[src/rtl/multi_sensor_alarm_pkg.sv]
// ---------------------------------------------------------------------------
// multi_sensor_alarm_pkg
// Shared definitions for the multi-channel sensor alarm controller.
//   - alarmState_e : controller states (IDLE, QUALIFY, ALARM, COOLDOWN)
//   - COUNT_W      : width of the alarm event counter
//   - satIncrement : increments an event count, sticking at its maximum
// ---------------------------------------------------------------------------
package multi_sensor_alarm_pkg;

  typedef enum logic [1:0] {
    IDLE     = 2'd0,
    QUALIFY  = 2'd1,
    ALARM    = 2'd2,
    COOLDOWN = 2'd3
  } alarmState_e;

  localparam int COUNT_W = 8;
  localparam logic [COUNT_W-1:0] COUNT_MAX = '1;

  // The event counter must never wrap back to zero after many alarms,
  // so it holds at its all-ones value once reached.
  function automatic logic [COUNT_W-1:0] satIncrement(input logic [COUNT_W-1:0] value);
    return (value == COUNT_MAX) ? value : value + 8'd1;
  endfunction

endpackage

[src/rtl/alarm_prio_enc.sv]
// ---------------------------------------------------------------------------
// alarm_prio_enc
// Lowest-index priority encoder used to pick the winning sensor channel.
// Ports:
//   req_i   [WIDTH-1:0] : request bits (raw sensor levels)
//   valid_o             : high when any request bit is set
//   idx_o   [IDW-1:0]   : index of the lowest set bit (0 when none)
// ---------------------------------------------------------------------------
module alarm_prio_enc
  import multi_sensor_alarm_pkg::*;
#(
  parameter int WIDTH = 3,
  parameter int IDW   = (WIDTH > 1) ? $clog2(WIDTH) : 1
) (
  input  logic [WIDTH-1:0] req_i,
  output logic             valid_o,
  output logic [IDW-1:0]   idx_o
);

  // Scan from the top bit downwards so that the last match written, and
  // therefore the surviving value, is the lowest asserted index.
  always_comb begin
    valid_o = |req_i;
    idx_o   = '0;
    for (int i = WIDTH - 1; i >= 0; i--) begin
      if (req_i[i]) begin
        idx_o = IDW'(i);
      end
    end
  end

endmodule

[src/rtl/multi_sensor_alarm.sv]
// ---------------------------------------------------------------------------
// multi_sensor_alarm
// N-channel sensor alarm controller. The lowest-index active sensor must win
// for DEBOUNCE_LEN consecutive cycles before an alarm is raised. The alarm
// drives a one-hot buzzer either for ALARM_LEN cycles (timed) or until ack
// (latched), and is followed by a COOLDOWN_LEN cycle window in which sensors
// are ignored.
// Ports:
//   clk            : system clock, rising edge
//   rst_n          : asynchronous active-low reset
//   sensor_i       : raw sensor levels, synchronous to clk
//   enable_i       : arm; low returns the controller to IDLE
//   latch_mode_i   : 0 = timed alarm, 1 = held until ack (sampled on ALARM entry)
//   ack_i          : acknowledge, ends an alarm in either mode
//   buzzer_o       : one-hot buzzer drive, zero outside ALARM
//   alarm_active_o : high while in ALARM
//   alarm_id_o     : index of the most recent alarm (sticky)
//   alarm_count_o  : alarms raised since reset, saturating at 255
// ---------------------------------------------------------------------------
module multi_sensor_alarm
  import multi_sensor_alarm_pkg::*;
#(
  parameter int NUM_SENSORS  = 3,
  parameter int DEBOUNCE_LEN = 7,
  parameter int ALARM_LEN    = 31,
  parameter int COOLDOWN_LEN = 8,
  parameter int IDW          = $clog2(NUM_SENSORS)
) (
  input  logic                   clk,
  input  logic                   rst_n,
  input  logic [NUM_SENSORS-1:0] sensor_i,
  input  logic                   enable_i,
  input  logic                   latch_mode_i,
  input  logic                   ack_i,
  output logic [NUM_SENSORS-1:0] buzzer_o,
  output logic                   alarm_active_o,
  output logic [IDW-1:0]         alarm_id_o,
  output logic [COUNT_W-1:0]     alarm_count_o
);

  localparam int QUAL_W  = $clog2(DEBOUNCE_LEN + 1);
  localparam int ALARM_W = $clog2(ALARM_LEN + 1);
  localparam int CD_W    = $clog2(COOLDOWN_LEN + 1);

  localparam logic [QUAL_W-1:0]  QUAL_LAST  = QUAL_W'(DEBOUNCE_LEN - 1);
  localparam logic [ALARM_W-1:0] ALARM_LAST = ALARM_W'(ALARM_LEN - 1);
  localparam logic [CD_W-1:0]    CD_LAST    = CD_W'(COOLDOWN_LEN - 1);

  alarmState_e          state_q,      state_d;
  logic [IDW-1:0]       cand_q,       cand_d;
  logic [QUAL_W-1:0]    qualCnt_q,    qualCnt_d;
  logic [ALARM_W-1:0]   alarmCnt_q,   alarmCnt_d;
  logic [CD_W-1:0]      cdCnt_q,      cdCnt_d;
  logic                 latch_q,      latch_d;
  logic [NUM_SENSORS-1:0] buzzer_q,   buzzer_d;
  logic                 active_q,     active_d;
  logic [IDW-1:0]       alarmId_q,    alarmId_d;
  logic [COUNT_W-1:0]   alarmCount_q, alarmCount_d;

  logic                 candValid;
  logic [IDW-1:0]       candIdx;
  logic                 alarmEntry;

  alarm_prio_enc #(
    .WIDTH (NUM_SENSORS),
    .IDW   (IDW)
  ) u_prio_enc (
    .req_i   (sensor_i),
    .valid_o (candValid),
    .idx_o   (candIdx)
  );

  // State register plus every counter and registered output. Reset clears
  // the buzzer without waiting for a clock edge.
  always_ff @(posedge clk or negedge rst_n) begin
    if (!rst_n) begin
      state_q      <= IDLE;
      cand_q       <= '0;
      qualCnt_q    <= '0;
      alarmCnt_q   <= '0;
      cdCnt_q      <= '0;
      latch_q      <= 1'b0;
      buzzer_q     <= '0;
      active_q     <= 1'b0;
      alarmId_q    <= '0;
      alarmCount_q <= '0;
    end else begin
      state_q      <= state_d;
      cand_q       <= cand_d;
      qualCnt_q    <= qualCnt_d;
      alarmCnt_q   <= alarmCnt_d;
      cdCnt_q      <= cdCnt_d;
      latch_q      <= latch_d;
      buzzer_q     <= buzzer_d;
      active_q     <= active_d;
      alarmId_q    <= alarmId_d;
      alarmCount_q <= alarmCount_d;
    end
  end

  // Next-state logic. Sensors only matter in IDLE and QUALIFY; a change of
  // winning channel during qualification restarts the debounce count on the
  // new channel. Every counter stops at its terminal compare, so none wraps.
  always_comb begin
    state_d    = state_q;
    cand_d     = cand_q;
    qualCnt_d  = qualCnt_q;
    alarmCnt_d = alarmCnt_q;
    cdCnt_d    = cdCnt_q;
    latch_d    = latch_q;

    unique case (state_q)
      IDLE: begin
        if (enable_i && candValid) begin
          state_d   = QUALIFY;
          cand_d    = candIdx;
          qualCnt_d = QUAL_W'(1);
        end
      end

      QUALIFY: begin
        if (!enable_i || !candValid) begin
          state_d   = IDLE;
          qualCnt_d = '0;
        end else if (candIdx != cand_q) begin
          cand_d    = candIdx;
          qualCnt_d = QUAL_W'(1);
        end else if (qualCnt_q == QUAL_LAST) begin
          state_d    = ALARM;
          qualCnt_d  = '0;
          latch_d    = latch_mode_i;
          alarmCnt_d = '0;
        end else begin
          qualCnt_d = qualCnt_q + QUAL_W'(1);
        end
      end

      ALARM: begin
        if (!enable_i) begin
          state_d = IDLE;
          cdCnt_d = '0;
        end else if (ack_i || (!latch_q && (alarmCnt_q == ALARM_LAST))) begin
          state_d = COOLDOWN;
          cdCnt_d = '0;
        end else if (!latch_q) begin
          alarmCnt_d = alarmCnt_q + ALARM_W'(1);
        end
      end

      COOLDOWN: begin
        if (!enable_i || (cdCnt_q == CD_LAST)) begin
          state_d = IDLE;
        end else begin
          cdCnt_d = cdCnt_q + CD_W'(1);
        end
      end

      default: begin
        state_d = IDLE;
      end
    endcase
  end

  // Output logic, computed from the upcoming state so that every output is
  // a plain register. The alarm id and event count only change on the cycle
  // that enters ALARM; cand_q is frozen for the whole alarm.
  always_comb begin
    alarmEntry   = (state_q != ALARM) && (state_d == ALARM);
    active_d     = (state_d == ALARM);
    buzzer_d     = '0;
    alarmId_d    = alarmId_q;
    alarmCount_d = alarmCount_q;

    if (state_d == ALARM) begin
      for (int i = 0; i < NUM_SENSORS; i++) begin
        buzzer_d[i] = (cand_q == IDW'(i));
      end
    end

    if (alarmEntry) begin
      alarmId_d    = cand_q;
      alarmCount_d = satIncrement(alarmCount_q);
    end
  end

  assign buzzer_o       = buzzer_q;
  assign alarm_active_o = active_q;
  assign alarm_id_o     = alarmId_q;
  assign alarm_count_o  = alarmCount_q;

endmodule

[config.mk]
export PLATFORM = sky130hd
export DESIGN_NAME = multi_sensor_alarm
export DESIGN_NICKNAME = d
export VERILOG_FILES = /design/src/rtl/multi_sensor_alarm_pkg.sv /design/src/rtl/alarm_prio_enc.sv /design/src/rtl/multi_sensor_alarm.sv
export SDC_FILE = /design/constraint.sdc
export NUM_CORES = 1
export LEC_CHECK = 0
export BUFFER_PORTS_ARGS = -buffer_cell sky130_fd_sc_hd__buf_2
export CORE_UTILIZATION = 50
export CTS_CLUSTER_DIAMETER = 120
export CTS_CLUSTER_SIZE = 10
export DETAILED_ROUTE_END_ITERATION = 10
export PLACE_DENSITY = 0.73
export SYNTH_ARGS = -nofsm -noshare
export SYNTH_HDL_FRONTEND = slang
export SYNTH_SLANG_ARGS = --single-unit
[constraint.sdc]
create_clock -name clk -period 2.2 [get_ports clk]
set_input_delay 0.11 -clock clk [delete_from_list [all_inputs] [get_ports clk]]
set_output_delay 0.11 -clock clk [all_outputs]
set_load 0.02 [all_outputs]
==> results.env, run 1 <==
TIMING_MAX_TRANSITION_VIOLATIONS_FINAL=0
P_SEQ_SHARE_PCT=57.1
POST-SYNTH-TOP-AREA-FRACTION_PCT=47.8
CORE_UM2=3080
CELLPOWERDENSITY_nW_PER_UM2=584
SYNTH.AREA.MUX_SHARE_PCT=6.17
CRITPATHKIND='reg -> reg'
UNREPAIRED_SETUP_ENDPOINTS_AFTER_GLOBAL_ROUTING='no'
DIE_FOOTPRINT_UM2=3480
REPORT.FINAL.HOLD_VIOL_COUNT=0
SYNTH_MOST_COMMON_CELL='sky130_fd_sc_hd__dfrtp_1'
CLKSLEWWORSTSETUPHOLDPATHS_PS=90
WORST_SETUP_SP='cand_q[1]'
TOTALNEGATIVESETUPSLACK_PS=0
INSERTEDDIODECOUNT=0
CAP_VIOLATIONS=0
YOSYS-TOP-CELLS-COUNT='sky130_fd_sc_hd__dfrtp_1 (31), sky130_fd_sc_hd__nand2_1 (10), sky130_fd_sc_hd__mux2_2 (8), sky130_fd_sc_hd__nand3_1 (8), sky130_fd_sc_hd__nor2_1 (8)'
CP_MAX_FO=9
GRT_PASS1_VIAS=1295
START_KIND='flop'
FINAL_CORE_UTILIZATION_PCT=60.1
CLOCK_INSERTION_DELAY_WORST_SKEW_PS=340
FINAL_DESIGN_AREA_NO_FILL_UM2=1850
ASYNC_FLOP_SHARE_PCT=100
ROUTED_WIRELENGTH_UM=3210
WHS_ENDPOINT='latch_q'
MAXCLOCKFREQUENCY_MHz=489
SYNTH.YOSYS.SEQ_AREA_SHARE_PCT=47.8
IR_DROP_uV=373
REMAINING_ANTENNA_VIOLATION_COUNT=0
ARRIVAL_PS=2270
CP_SLOWEST_STAGE_DELAY_PS=490
R2R-END='buzzer_o[1]'
SYNTH_SIMPLE_GATE_AREA_SHARE_PCT=22.0
AREA_GROWTH_PCT=14.0
TOP_LEVEL_PORTS=22
SYNTH-XOR-AREA-SHARE_PCT=3.78
DIE_X_UM=59.0
ROUTED-VIA-COUNT=1265
REG2REG_DEPTH=5
POWER.COMBINATIONAL.FRACTION_PCT=11.6
GLOBALROUTETOTALUTIL_PCT=22.7
YOSYS.AREA_SHARE.ADDER_PCT=3.08
FINAL.PERIOD_UTILIZATION_PCT=92.9
HOLD-WORST-SLACK_PS=17.9
WORST_HOLD_PATH.NUM_CELLS=2
SYNTH_COMPOUND_AREA_SHARE_PCT=14.5
YOSYS-TOP-CELLS-AREA='sky130_fd_sc_hd__dfrtp_1 (48%), sky130_fd_sc_hd__mux2_2 (5.6%), sky130_fd_sc_hd__ha_1 (3.1%), sky130_fd_sc_hd__nand3_1 (2.5%), sky130_fd_sc_hd__nand2_1 (2.3%)'
CTS.REPAIR_TIMING.SETUP_BUFFER_COUNT=0
POSTSYNTHNETCOUNT=162
CLOCK_PATH_BUFFERS=2
GRT_PASS1_WL_UM=5730
POST_DP_CELL_AREA_UM2=1780
MIN-DELAY-PATH-CLASS='in -> reg'
POST_SYNTH.CELL_AREA_AVG_UM2=10.8
GRT_MAX_DEGREE=32
CRIT-REG2REG-LAUNCH='cand_q[1]'
TRITONCTS='built'
FINAL_LAYOUT_SIZE_SUFFIX_GT1_SHARE_PCT=26.8
RUN_STATUS='complete, no violations'
REMAINING_DRC_ERRORS=0
CP_DATA_REQUIRED_TIME_PS=2430
CTS_BUFFERS=5
CTS-ROOT-BUF='sky130_fd_sc_hd__clkbuf_4'
POST_DRT_WL_PER_CELL_UM=14.4
CP_SLOWEST_CELL='sky130_fd_sc_hd__a2111o_1'
COUNT_OF_CELL_TYPES_IN_THE_NETLIST=43
POWER_SWITCHING_uW=291
CTS_REPAIR_RESIZE_COUNT=0
SHARE_CLK_OF_TOTAL_POWER_PCT=31.3
COUNT_OF_BUFFERS_FROM_PORT_BUFFERING=21
FINISH.NET_COUNT=191
FF2FF_SETUP_SLACK_PS=160
WORST_SLEW_PIN_SLEW_PS=689
NUMBER_OF_ANTENNA_VIOLATIONS_AT_THE_FIRST_CHECK_IN_GLOBAL_ROUTING=0
NETLIST_AREA_UM2=1620
HOLDCRITSTARTPOINT='latch_mode_i'
YOSYS.AREA.TOP_TYPE='sky130_fd_sc_hd__dfrtp_1'
CELL_INTERNAL_PWR_uW=789
ROW_COUNT=20
SYNTH_FF_TYPE='sky130_fd_sc_hd__dfrtp_1'
CRIT_CHAIN='nor3_1 -> o31ai_4 -> a21bo_4 -> a2111o_1 -> nor4_1'
POSTSYNTHCELLCOUNT=150
DETAILED_PLACE_HPWL_UM=2310
DRTITER0DRC=69
TOTAL_POWER_mW=1.08
MIN_PERIOD_PS=2040
CTS.SINK_COUNT=31
WORST_SLEW_MARGIN_REL_PCT=54.1
POST_CTS_HOLD_BUFFER_COUNT=1
DIEHEIGHT_UM=59.0
SYNTH_TOP_FAMILY_BY_AREA='simple AND/OR/NAND/NOR gates'
SETUP_VIOL=0
EFFECTIVE_UTILIZATION_AT_FLOORPLAN_PCT=52.7
GP_CONGESTION=0.943
CLOCK-SKEW-FINAL_PS=12.6
YOSYSWARNINGS=0
P_LEAK_nW=0.894
H-TREE-DEPTH=2
DRT_FIRST_PASS_ITERS=4
ENDPOINT_KIND='flop'
NETSWITCHINGFRACTION_PCT=26.9
SYNTH_ENABLE_FLOP_CELLS=0
YS_FF_LATCH=31
VIAS_PER_CELL=5.67
GRT_OVERFLOW_TOTAL=0
==> power by group through the flow <==
| stage | registers [mW] | clock network (mW) | logic [mW] |
|---|---|---|---|
| 2_1_floorplan | 0.624 | 0 | 0.0845 |
| 3_3_place_gp | 0.626 | 0 | 0.121 |
| 3_5_place_dp | 0.627 | 0 | 0.125 |
| 4_1_cts | 0.616 | 0.350 | 0.127 |
| 5_1_grt | 0.621 | 0.373 | 0.142 |
| 6_report | 0.617 | 0.338 | 0.126 |
==> placed cells by master (no fill, tap or decap), types with 4 or more instances in the layout <==
cell type / count
sky130_fd_sc_hd__clkbuf_4: 5
sky130_fd_sc_hd__nand2_1: 10
sky130_fd_sc_hd__mux2_2: 8
sky130_fd_sc_hd__nand4_1: 5
sky130_fd_sc_hd__inv_1: 6
sky130_fd_sc_hd__nor4_1: 4
sky130_fd_sc_hd__nand3_1: 8
sky130_fd_sc_hd__xnor2_1: 4
sky130_fd_sc_hd__a21oi_1: 6
sky130_fd_sc_hd__nor2_1: 8
sky130_fd_sc_hd__o21ai_0: 4
sky130_fd_sc_hd__buf_2: 21
sky130_fd_sc_hd__ha_1: 4
sky130_fd_sc_hd__dfrtp_1: 31
==> metal layers <==
metal | vias to the layer above | wire length [um] | track usage (%) | part of all wire, %
li1 | 606 | - | - | -
met1 | 612 | 1330 | 27.1 | 41
met2 | 40 | 1650 | 38.1 | 51
met3 | 7 | 173 | 6.99 | 5.4
met4 | 0 | 57 | 8.84 | 1.8
met5 | - | 0 | 0 | 0
==> worst max-delay path, delay by kind of cell, from the launching register on <==
family,cells,cell delay [ps]
and+or+nand+nor,2,590
AOI/OAI and AO/OA,3,880
DFF,1,460
==> final cells by class <==
type                       count  area, um2
inverter                       6       22.5
fill                         272       1230
sequential                    31        776
tap                           44       55.1
clock inverter                 1       5.00
multi-input combinational    110        803
timing repair buffer          25        138
clock buffer                   6       51.3
==> how the worst max path moves through the flow <==
stage / to / slack (ps) / cells past startpoint
after global placement: alarm_id_o[1] / 300 / 5
after detailed placement: buzzer_o[1] / 170 / 5
after global routing: buzzer_o[1] / 40 / 5
after floorplan: alarm_count_o[1] / 260 / 5
after CTS: buzzer_o[1] / 150 / 5
final: buzzer_o[1] / 160 / 5
==> per-stage QoR <==
step	setup WS, ps	std cells
after floorplan	257	150
after global placement	295	215
after detailed placement	172	215
after CTS	149	223
after global routing	37.4	223
final	157	223
==> flip-flops by register name (all words and copies together), names as in the netlist <==
signal          count
alarm_count_o       8
alarmCnt_q          5
cdCnt_q             4
buzzer_o            3
qualCnt_q           3
alarm_id_o          2
cand_q              2
state_q             2
alarm_active_o      1
latch_q             1
==> kinds of logic after synthesis <==
group / after synthesis
adders and majority gates: 4
and+or+nand+nor: 61
xor gates and xnor gates: 7
muxes: 9
buffers and inverters: 9
DFF: 31
AOI/OAI and AO/OA: 29
No activity file was read; power rests on OpenSTA's default activity.
==> inputs of run 2 (changes only) <==
ABC_CLOCK_PERIOD_IN_PS = 2200   (was unset)
CORE_ASPECT_RATIO = 0.75   (was unset)
==> run 2 against run 1 <==
  * Clock power up 31%
  * Global-route usage down 0.97 points
  * Clock skew down 4.0 ps
  * Largest power group unchanged
==> results.env, run 2 (same netlist as run 1, synthesis figures left out) <==
CLKSLEWWORSTSETUPHOLDPATHS_PS=70  # -20 ps
CLOCK_INSERTION_DELAY_WORST_SKEW_PS=280  # -60 ps
GRT_MAX_DEGREE=32  # unchanged
ARRIVAL_PS=2210  # -60 ps
FINAL.PERIOD_UTILIZATION_PCT=92.0  # -0.89 points
POST_DRT_WL_PER_CELL_UM=14.3  # -0.56%
DIEHEIGHT_UM=51.3  # -13%
VIAS_PER_CELL=5.74  # +1.2%
CP_MAX_FO=9  # unchanged
REMAINING_DRC_ERRORS=0  # unchanged
MAXCLOCKFREQUENCY_MHz=494  # +0.97%
RUN_STATUS='complete, no violations'
CP_DATA_REQUIRED_TIME_PS=2380  # -50 ps
ENDPOINT_KIND='flop'
SETUP_VIOL=0  # unchanged
IR_DROP_uV=488  # +31%
DRTITER0DRC=139  # +100%
ROUTED-VIA-COUNT=1246  # -1.5%
H-TREE-DEPTH=2  # unchanged
CTS-ROOT-BUF='sky130_fd_sc_hd__clkbuf_8'
WORST_SLEW_MARGIN_REL_PCT=54.0  # -0.067 points
MIN_PERIOD_PS=2020  # -19.6 ps
FLIP_FLOP_COUNT_OF_THE_LARGEST_REGISTER_AFTER_LAYOUT=8  # unchanged
DIE_FOOTPRINT_UM2=3480  # about the same
REMAINING_ANTENNA_VIOLATION_COUNT=0  # unchanged
GP_CONGESTION=0.827  # -12%
CELLPOWERDENSITY_nW_PER_UM2=636  # +8.9%
TOP_LEVEL_PORTS=22  # unchanged
DETAILED_PLACE_HPWL_UM=2280  # -1.4%
CLOCK_PATH_BUFFERS=2  # unchanged
GRT_PASS1_VIAS=1190  # -8.1%
GLOBALROUTETOTALUTIL_PCT=21.7  # -0.97 points
TOTAL_POWER_mW=1.19  # +9.9%
P_LEAK_nW=0.894  # about the same
FINAL_CORE_UTILIZATION_PCT=61.8  # +1.7 points
TOTALNEGATIVESETUPSLACK_PS=0  # unchanged
EFFECTIVE_UTILIZATION_AT_FLOORPLAN_PCT=53.7  # +1.0 points
CAP_VIOLATIONS=0  # unchanged
INSERTEDDIODECOUNT=0  # unchanged
COUNT_OF_BUFFERS_FROM_PORT_BUFFERING=21  # unchanged
FINISH.NET_COUNT=190  # -0.52%
CLOCK-SKEW-FINAL_PS=8.60  # -3.97 ps
START_KIND='flop'
LAYOUT.CELLS.MOST_COMMON_LIST='sky130_fd_sc_hd__dfrtp_1 (31), sky130_fd_sc_hd__buf_2 (21), sky130_fd_sc_hd__nand2_1 (10)'
UNREPAIRED_SETUP_ENDPOINTS_AFTER_GLOBAL_ROUTING='no'
CRITPATHKIND='reg -> reg'
CORE_UM2=3020  # -1.9%
REPORT.FINAL.HOLD_VIOL_COUNT=0  # unchanged
FINAL_LAYOUT_SIZE_SUFFIX_GT1_SHARE_PCT=26.8  # unchanged
AREA_GROWTH_PCT=15.1
TRITONCTS='built'
GRT_PASS1_WL_UM=5500  # -4.0%
ROW_COUNT=17  # -15%
CTS.SINK_COUNT=31  # unchanged
CTS_BUFFERS=5  # unchanged
LAYOUT.CELLS.MOST_COMMON='sky130_fd_sc_hd__dfrtp_1'
TIMING_MAX_TRANSITION_VIOLATIONS_FINAL=0  # unchanged
MIN-DELAY-PATH-CLASS='in -> reg'
ROUTED_WIRELENGTH_UM=3110  # -3.2%
CTS.REPAIR_TIMING.SETUP_BUFFER_COUNT=0  # unchanged
DRT_FIRST_PASS_ITERS=5  # +1
NUMBER_OF_ANTENNA_VIOLATIONS_AT_THE_FIRST_CHECK_IN_GLOBAL_ROUTING=0  # unchanged
WORST_SLEW_PIN_SLEW_PS=690  # +1.01 ps
DIE_X_UM=67.8  # +15%
GRT_OVERFLOW_TOTAL=0  # unchanged
[run 2: changes by cell type in the layout (fill, tap and decap cells not counted), sizes merged]
cell      change
buf           -1
clkbuf        -1
clkinvlp      +2
[run 2: cell type report]
type | count | area [um2]
clock buffers | 5 | 68.8
flip-flops and latches | 31 | 776
fillers | 259 | 1150
multi-input cells | 110 | 803
inverters | 6 | 22.5
clock inverters | 3 | 20.0
repair buffers | 24 | 130
well taps | 38 | 47.5
[run 2: worst max-delay path: stages (launching register included)]
cell,delay (ps)
sky130_fd_sc_hd__dfrtp_1,460
sky130_fd_sc_hd__nor3_1,280
sky130_fd_sc_hd__o31ai_4,140
sky130_fd_sc_hd__a21bo_4,250
sky130_fd_sc_hd__a2111o_1,510
sky130_fd_sc_hd__nor4b_2,280
[run 2: routing by layer]
metal  track usage [%]  part of all wire (%)  vias up  routed length (um)
met5                 0                     0        -                   0
met4              7.29                   1.3        0                  40
met3              5.36                   3.8        8                 117
met2              31.0                    45       24                1400
met1              31.8                    50      606                1550
li1                  -                     -      608                   -
[run 2: report_power, final]
group | total [mW] | leakage, nW | switching [mW] | internal (mW)
clock | 0.443 | 0.0402 | 0.223 | 0.220
combinational | 0.128 | 0.435 | 0.0750 | 0.0528
sequential | 0.616 | 0.419 | 0.0267 | 0.590
[run 2: worst paths after layout]
| check | startpoint | to | slack (ps) | cells past startpoint |
|---|---|---|---|---|
| max | cand_q[1] | buzzer_o[2] | 180 | 5 |
| min | latch_mode_i | latch_q | 60 | 2 |
| max reg2reg | cand_q[1] | buzzer_o[2] | 180 | 5 |
| min reg2reg | alarm_count_o[3] | alarm_count_o[3] | 490 | 1 |
| max in group asynchronous | rst_n | alarm_count_o[1] | 1350 | 2 |
| min in group asynchronous | rst_n | buzzer_o[2] | 390 | 2 |
[run 2: what timing repair did]
action,CTS,global route
gates resized for setup,0,0
setup endpoints to repair,0,0
hold buffers,1,0
hold endpoints to repair,31,0
[run 2: per-stage QoR]
step / instances / area, um2 / setup slack (ps) / hold WS (ps)
after floorplan: 150 / 1620 / 257 / -186
final: 217 / 1870 / 176 / 55.6
after global placement: 208 / 1770 / 259 / 182
after global routing: 217 / 1870 / 95.6 / 64.8
after detailed placement: 208 / 1770 / 185 / 199
after CTS: 217 / 1870 / 174 / 53.1
